<file path="config.mk">
export PLATFORM = sky130hd
export DESIGN_NAME = crc_stream_engine
export DESIGN_NICKNAME = d
export VERILOG_FILES = /design/src/rtl/crc_pkg.sv /design/src/rtl/crc_next.sv /design/src/rtl/crc_stream_engine.sv
export SDC_FILE = /design/constraint.sdc
export NUM_CORES = 1
export LEC_CHECK = 0
export ABC_AREA = 1
export BUFFER_PORTS_ARGS = -buffer_cell sky130_fd_sc_hd__buf_2
export CAP_MARGIN = 20
export CORE_MARGIN = 4
export CORE_UTILIZATION = 45
export CTS_CLUSTER_SIZE = 10
export DETAILED_ROUTE_END_ITERATION = 8
export GPL_TIMING_DRIVEN = 0
export PLACE_DENSITY = 0.66
export SLEW_MARGIN = 0
export SYNTH_ARGS = -nofsm -noshare
export SYNTH_HDL_FRONTEND = slang
export SYNTH_HIERARCHICAL = 1
export SYNTH_SLANG_ARGS = --single-unit
</file>
<file path="constraint.sdc">
create_clock -name clk -period 3.2 [get_ports clk]
set_clock_uncertainty 0.05 [all_clocks]
set_input_delay 0 -clock clk [delete_from_list [all_inputs] [get_ports clk]]
set_output_delay 0 -clock clk [all_outputs]
set_load 0.03 [all_outputs]
</file>
<file path="src/rtl/crc_pkg.sv">
// Shared types and constants for the CRC stream engine.
package crc_pkg;

    // Frame-level FSM states.
    typedef enum logic [1:0] {
        IDLE = 2'd0,
        CALC = 2'd1,
        OUT  = 2'd2
    } crc_state_t;

    // Common generator polynomials (implicit top term omitted).
    localparam logic [15:0] CRC16_8005  = 16'h8005;
    localparam logic [15:0] CRC16_CCITT = 16'h1021;
    localparam logic [31:0] CRC32       = 32'h04C11DB7;

endpackage

</file>
<file path="src/rtl/crc_next.sv">
// Combinational CRC update over one DW-bit word, processed MSB-first.
module crc_next #(
    parameter int             DW   = 16,
    parameter int             CW   = 16,
    parameter logic [CW-1:0]  POLY = 16'h8005
) (
    input  logic [CW-1:0] crc_in,
    input  logic [DW-1:0] data,
    output logic [CW-1:0] crc_out
);

    logic [CW-1:0] c;
    logic          fb;

    // Unrolled bit-serial shift/xor, one iteration per data bit.
    always_comb begin
        c  = crc_in;
        fb = 1'b0;
        for (int unsigned i = 0; i < DW; i++) begin
            fb = c[CW-1] ^ data[DW-1-i];
            c  = {c[CW-2:0], 1'b0} ^ (fb ? POLY : '0);
        end
        crc_out = c;
    end

endmodule

</file>
<file path="src/rtl/crc_stream_engine.sv">
// Streaming CRC engine: frames delimited by sof/eof, one result strobe per
// completed frame. Optional received-CRC comparison under CRC_CHECK_EN.
module crc_stream_engine
    import crc_pkg::*;
#(
    parameter int             DW     = 16,
    parameter int             CW     = 16,
    parameter logic [CW-1:0]  POLY   = 16'h8005,
    parameter logic [CW-1:0]  INIT   = '0,
    parameter logic [CW-1:0]  XOROUT = '0
) (
    input  logic          clk,
    input  logic          reset,
    input  logic          in_valid,
    output logic          in_ready,
    input  logic [DW-1:0] in_data,
    input  logic          in_sof,
    input  logic          in_eof,
`ifdef CRC_CHECK_EN
    input  logic [CW-1:0] chk_crc,
    output logic          crc_err,
`endif
    output logic          out_valid,
    output logic [CW-1:0] out_crc,
    output logic          busy
);

    crc_state_t    state, state_nxt;
    logic [CW-1:0] crc_q;
    logic [CW-1:0] seed;
    logic [CW-1:0] crc_step;
    logic          accept;
    logic          load;

    assign in_ready  = (state != OUT);
    assign out_valid = (state == OUT);
    assign busy      = (state != IDLE);
    assign accept    = in_valid & in_ready;
    // Non-sof beats only advance the CRC inside an open frame.
    assign load      = accept & (in_sof | (state == CALC));
    assign seed      = in_sof ? INIT : crc_q;

    crc_next #(
        .DW   (DW),
        .CW   (CW),
        .POLY (POLY)
    ) u_next (
        .crc_in  (seed),
        .data    (in_data),
        .crc_out (crc_step)
    );

    // Next-state logic for frame tracking.
    always_comb begin
        state_nxt = state;
        unique case (state)
            IDLE: if (accept && in_sof) state_nxt = in_eof ? OUT : CALC;
            CALC: if (accept && in_eof) state_nxt = OUT;
            OUT:  state_nxt = IDLE;
            default: state_nxt = IDLE;
        endcase
    end

    // State, running CRC and result register; the result is captured at
    // the eof edge so it already equals crc ^ XOROUT during OUT.
    always_ff @(posedge clk) begin
        if (!reset) begin
            state   <= IDLE;
            crc_q   <= INIT;
            out_crc <= '0;
        end else begin
            state <= state_nxt;
            if (load) crc_q <= crc_step;
            if (load && in_eof) out_crc <= crc_step ^ XOROUT;
        end
    end

`ifdef CRC_CHECK_EN
    // Compare the final CRC against the sampled reference on the eof beat.
    always_ff @(posedge clk) begin
        if (!reset) begin
            crc_err <= 1'b0;
        end else if (load && in_eof) begin
            crc_err <= ((crc_step ^ XOROUT) != chk_crc);
        end
    end
`endif

endmodule

</file>
# Word level (Yosys, flattened, before mapping)
# Index checks and enable logic that the tools add are counted.
totals:
  elab_cells: 70
  out_inout_bits: 19
  regBits: 34
classes:
  eq_ne: 5
  bitwise: 35
  mux: 21
  n_reduce_logical: 6
ops:
  columns: ["operator", "count"]
  rows:
  - ["two-way mux 16 bit", 17]
  - ["XOR 16 bit", 16]
  - ["XOR 1 bit", 16]
  - ["two-way mux 2 bit", 3]
  - ["!= test 2 bit (second input constant)", 2]
  - ["one-hot mux 2 bit (2 select lines)", 1]
  - ["logical AND 1 bit", 3]
  - ["AND 1 bit", 2]
  - ["equality test 2 x 1 -> 1 bit (second input constant)", 1]
  - ["equality test 2 bit (second input constant)", 1]
  - ["logical NOT 2 bit", 1]
  - ["!= test 2 x 1 -> 1 bit (second input constant)", 1]
  - ["AND reduction 2 bit", 1]
  - ["nonzero test 2 bit", 1]
  - ["OR 1 bit", 1]

# Longest topological paths before layout
depth:
  depth_word: 49
  mapped_depth: 30

# Hierarchy
# The synthesis kept the hierarchy.
by_module_without_submodules:
  columns: ["mod", "cells_each", "instances", "area_each_um2", "seq_area_each_um2"]
  rows:
  - ["crc_stream_engine", 213, 1, 1530.2, 680.7]
  - ["crc_next", 113, 1, 772.0, 0.0]

# Least setup slack after synthesis
# No wires, ideal clock.
synth_timing:
  kind: "flip-flop to flip-flop"
  from: "reg crc_q[15]"
  to: "reg out_crc[0]"
  setup_ps: 115
  arrival_time_ps: 2636
  n_path_buf: 1
  setup_slack_ps: 399
  t_required_ps: 3035
  path_stages_with_launch: 28
  path_cell_list: "dfxtp_1 -> inv_1 -> nor2_1 -> inv_1 -> nand2_2 -> nand2_4 -> nand2_4 -> nand3_2 -> nand3_1 -> nand3_2 -> nand3_1 -> nand3_2 -> nand2_4 -> nand2_2 -> nand3_2 -> nand2_2 -> nand2_2 -> nand3_4 -> nand2_4 -> nand2_1 -> nand3_1 -> nand2_2 -> nand2_2 -> nand2_2 -> buf_4 -> nand3b_1 -> nand2_1 -> nor2_1"
synth_between:
  elab_chain_cells: 49
synth_lines:
  columns: ["item", "line_no", "text"]
  rows:
  - ["start: declaration", "crc_stream_engine.sv:29", "logic [CW-1:0] crc_q;"]
  - ["start signal: assignment", "crc_stream_engine.sv:73", "if (load) crc_q <= crc_step;"]
  - ["two-way mux 16 bit (*)", "crc_stream_engine.sv:41", "assign seed = in_sof ? INIT : crc_q;"]
  - ["net seed[15]", "crc_stream_engine.sv:30", "logic [CW-1:0] seed;"]
  - ["XOR 1 bit (*)", "crc_next.sv:20", "fb = c[CW-1] ^ data[DW-1-i];"]
  - ["two-way mux 16 bit (*)", "crc_next.sv:21", "c = {c[CW-2:0], 1'b0} ^ (fb ? POLY : '0);"]
  - ["XOR 16 bit (*)", "crc_next.sv:21", null]
  - ["XOR 1 bit", "crc_next.sv:20", null]
  - ["two-way mux 16 bit", "crc_next.sv:21", null]
  - ["XOR 16 bit (*)", "crc_next.sv:21", null]
  - ["(+36 left out)", null, null]
  - ["XOR 1 bit", "crc_next.sv:20", null]
  - ["two-way mux 16 bit", "crc_next.sv:21", null]
  - ["XOR 16 bit (*)", "crc_next.sv:21", null]
  - ["XOR 1 bit (*)", "crc_next.sv:20", null]
  - ["net u_next.fb", "crc_next.sv:13", "logic fb;"]
  - ["two-way mux 16 bit (*)", "crc_next.sv:21", null]
  - ["XOR 16 bit (*)", "crc_next.sv:21", null]
  - ["net crc_step[0]", "crc_stream_engine.sv:31", "logic [CW-1:0] crc_step;"]
  - ["end signal: assignment", "crc_stream_engine.sv:74", "if (load && in_eof) out_crc <= crc_step ^ XOROUT;"]
  - ["end: declaration", "crc_stream_engine.sv:24", "output logic [CW-1:0] out_crc,"]
# Mark *: on every way through the listed nets, which the timed path passes. The rest lies on a longest branch.
# A chain may end at the register's enable or synchronous reset.

# Worst setup path in the final report
layout_timing:
  from: "reg crc_q[15]"
  to: "reg out_crc[1]"
layout_between:
  elab_chain_cells: 47
layout_lines:
  columns: ["item", "line_no"]
  rows:
  - ["two-way mux 16 bit (*)", "crc_stream_engine.sv:41"]
  - ["net seed[15]", "crc_stream_engine.sv:30"]
  - ["XOR 1 bit (*)", "crc_next.sv:20"]
  - ["two-way mux 16 bit (*)", "crc_next.sv:21"]
  - ["XOR 16 bit (*)", "crc_next.sv:21"]
  - ["XOR 1 bit", "crc_next.sv:20"]
  - ["two-way mux 16 bit", "crc_next.sv:21"]
  - ["XOR 16 bit (*)", "crc_next.sv:21"]
  - ["(+32 left out)", null]
  - ["XOR 16 bit (*)", "crc_next.sv:21"]
  - ["XOR 1 bit", "crc_next.sv:20"]
  - ["two-way mux 16 bit", "crc_next.sv:21"]
  - ["XOR 16 bit (*)", "crc_next.sv:21"]
  - ["XOR 1 bit (*)", "crc_next.sv:20"]
  - ["two-way mux 16 bit (*)", "crc_next.sv:21"]
  - ["XOR 16 bit (*) (2 in series)", "crc_next.sv:21"]
  - ["net crc_step[1]", "crc_stream_engine.sv:31"]
# Marked as above.

==> key figures <==
Status
  • Run status: finished clean

Layout
  • Fillers: 420
  • FF/Latch Area: 683.2 µm²
  • Area occupied by multi-input gates: 0.001600 mm²
  • Final Cell Area: 0.003039 mm²
  • Synth-to-Final Area Change: 32.01%
  • Post-Route Utilization: 0.6268
  • Final nets: 405
  • Share of cells above drive strength 1: 0.3403
  • Ant diodes: 0

Flow run
  • Max cap viols: 0

Clock tree
  • Max H-tree Level: 2
  • Clk buf depth: 2
  • Clk Latency, worst-skew pair: 0.30 ns
  • CTS buffer count: 5
  • CTS root buffer: clkbuf_8
  • CTS tree: built
  • Clock Sinks: 34
  • Clk slew on worst S/H paths: 0.08 ns

GRT
  • Gr ovfl total: 0
  • Vias in the first global route: 2041
  • First-pass GRT wire length: 8790 µm
  • GRT Total Usage: 0.1752
  • Largest net degree at the start of global routing: 13
  • Initial antenna violation count: 0

Place
  • Routability cong.: 0.8470
  • IO Port Bufs: 38
  • Detailed Place HPWL: 3850 µm
  • Dpl cell area: 0.002576 mm²
  • DP Worst Slack: -0.1688 ns

Setup path
  • CP most frequent cell: nand2_4
  • Arrival @ worst endpoint: 3.23 ns
  • Crit path buf inv count: 2
  • Worst Setup Path Type: reg -> reg
  • Crit path largest cell delay: 0.33 ns
  • CP Data Required Time: 3.35 ns
  • Worst path top cell family by delay: simple AND/OR/NAND/NOR gates
  • CP Max Fanout: 4
  • CP endpoint kind: register
  • Slowest CP cell: dfxtp_2
  • Startpoint Class: register

Floorplanning
  • Starting density of the core: 0.4748
  • Chip width: 79.53 µm
  • Total core area: 0.004848 mm²
  • DIE HEIGHT: 79.53 µm
  • Die area: 0.006324 mm²
  • IO Pins: 40
  • Row cnt: 25

STA
  • Tcrit/Tclk final: 0.9624
  • Final Hold Viols: 0
  • Final setup vio count: 0
  • Relative max-transition margin: 0.6605
  • Final worst setup slack: 0.1203 ns
  • Final Max Slew Viols: 0
  • Worst slew pin tran: 0.5092 ns
  • Hold Slack: 0.08313 ns
  • Minimum clock period: 3.080 ns
  • Total negative slack: 0 ns
  • Max Clk Rate: 0.3247 GHz
  • Unrepaired setup endpoints after global routing: yes

Pwr
  • Clock network power share: 0.242
  • Power Density: 555.1 mW/mm²
  • Comb pwr share: 0.471
  • Switching share of total power: 0.3938
  • Net Sw Power: 0.6643 mW
  • IR drop worst, VDD: 0.2686 mV
  • Leak: 1.489 nW
  • Internal Power: 1.023 mW
  • Sequential fraction of design power: 0.287

Synth
  • Syn. warnings: 6
  • Count leader, synth: nor2_1
  • Synthesized flop and latch total: 34
  • Netlist cell types: 22
  • Syn Nets: 347
  • Area contributors post-synth: dfxtp_1 30%, nor2_1 11%, xor2_1 7.2%
  • Post-synthesis sequential area ratio: 0.2957
  • EDFF count, synth: 0
  • Async S/R FF share, synth: 0
  • Ys flop type: dfxtp_1
  • Post-synth top cells: 68 x nor2_1, 39 x nand2_1, 38 x inv_1, 34 x dfxtp_1, 19 x xor2_1
  • Cells after Synth: 326
  • Syn Std Cell Area: 0.002302 mm²
  • Top-area cell type share of the netlist area: 0.2957
  • Mean Syn Cell Area: 7.062 µm²
  • Yosys top cell by area: dfxtp_1

Drt
  • Wire per inst: 11.98 µm
  • Via count: 2112
  • Final WL: 5414 µm
  • ANT nets after route: 0
  • Vias/cell: 4.673
  • Initial DRC count: 83
  • Number of remaining DRC errors: 0
  • Drt pass-1 iters: 4

Worst hold path
  • HP Class: in -> reg
[power by group through the flow]
stage	logic [mW]	registers [mW]	clock network, mW
global route	0.865	0.489	0.437
CTS	0.633	0.483	0.421
finish	0.795	0.484	0.409
detailed placement	0.626	0.492	0
global placement	0.622	0.491	0
floorplan	0.481	0.518	0
[cells by family (layout without fill, tap and decap cells)]
group,after synthesis,in the layout,share of synthesized area
AO/OA/AOI/OAI,32,32,0.07120
XOR/XNOR,33,33,0.1255
buffers and inverters,56,115,0.1125
flip-flops,34,34,0.2957
AND/OR/NAND/NOR,171,171,0.3951
[worst min-delay path, delay by kind of cell]
family | cells | cell delay [ns]
AOI/OAI and AO/OA | 1 | 0.05
buffers and inverters | 2 | 0.20
and+or+nand+nor | 2 | 0.13
[metrics by stage]
step	total power [mW]	cells
finish	1.687	452
global route	1.791	452
CTS	1.537	443
detailed placement	1.118	431
global placement	1.112	431
floorplan	0.9998	326
[path summary, 6_finish.rpt]
path	end	slack, ns	depth (start not counted)	startpoint
worst min-delay path	state[0]$_SDFFE_PN0P_	0.08	5	in_sof
worst max register to register	out_crc[1]$_SDFFE_PN0P_	0.12	28	crc_q[15]$_SDFFE_PN0P_
worst min register to register	out_crc[0]$_SDFFE_PN0P_	0.43	2	out_crc[0]$_SDFFE_PN0P_
worst max-delay path	out_crc[1]$_SDFFE_PN0P_	0.12	28	crc_q[15]$_SDFFE_PN0P_
[state kept, by name, summed over array words and instances (netlist names)]
| name | cells |
|---|---|
| crc_q | 16 |
| out_crc | 16 |
| state | 2 |
[placed cells by master, fill, tap and decap left out, types with 2 or more instances in the layout]
cell type	count
a21oi_1	15
buf_2	39
buf_4	11
buf_6	5
clkbuf_1	5
clkbuf_8	5
clkinvlp_4	2
dfxtp_1	32
dfxtp_2	2
dlygate4sd3_1	4
inv_1	35
inv_2	6
nand2_1	35
nand2_2	9
nand2_4	19
nand3_1	3
nand3_2	11
nand3_4	11
nand3b_1	14
nor2_1	65
nor2_4	2
o21ai_1	16
xnor2_1	11
xnor2_2	3
xor2_1	18
[routing by layer]
metal,GRT usage,share of wire,vias up
li1,-,-,1122
met1,0.2182,0.45,928
met2,0.2963,0.47,58
met3,0.05192,0.076,4
met4,0.03952,0.0078,0
met5,0,0,-
[area by class of cell]
type | instances | share of cell area
plain buffers | 14 | 0.03294
flip-flops and latches | 34 | 0.2248
clock inverters | 3 | 0.01482
repair buffers | 51 | 0.09798
inverters | 42 | 0.05270
multi-input cells | 236 | 0.5266
clock buffers | 5 | 0.02264
well taps | 67 | 0.02758
[repair_timing]
action	CTS	global route
hold endpoints to repair	4	0
hold buffers	4	0
buffers inserted	0	9
gates resized for setup	0	51
endpoints found under the setup margin	0	10
Note: power is estimated with default switching activity, not from simulation.
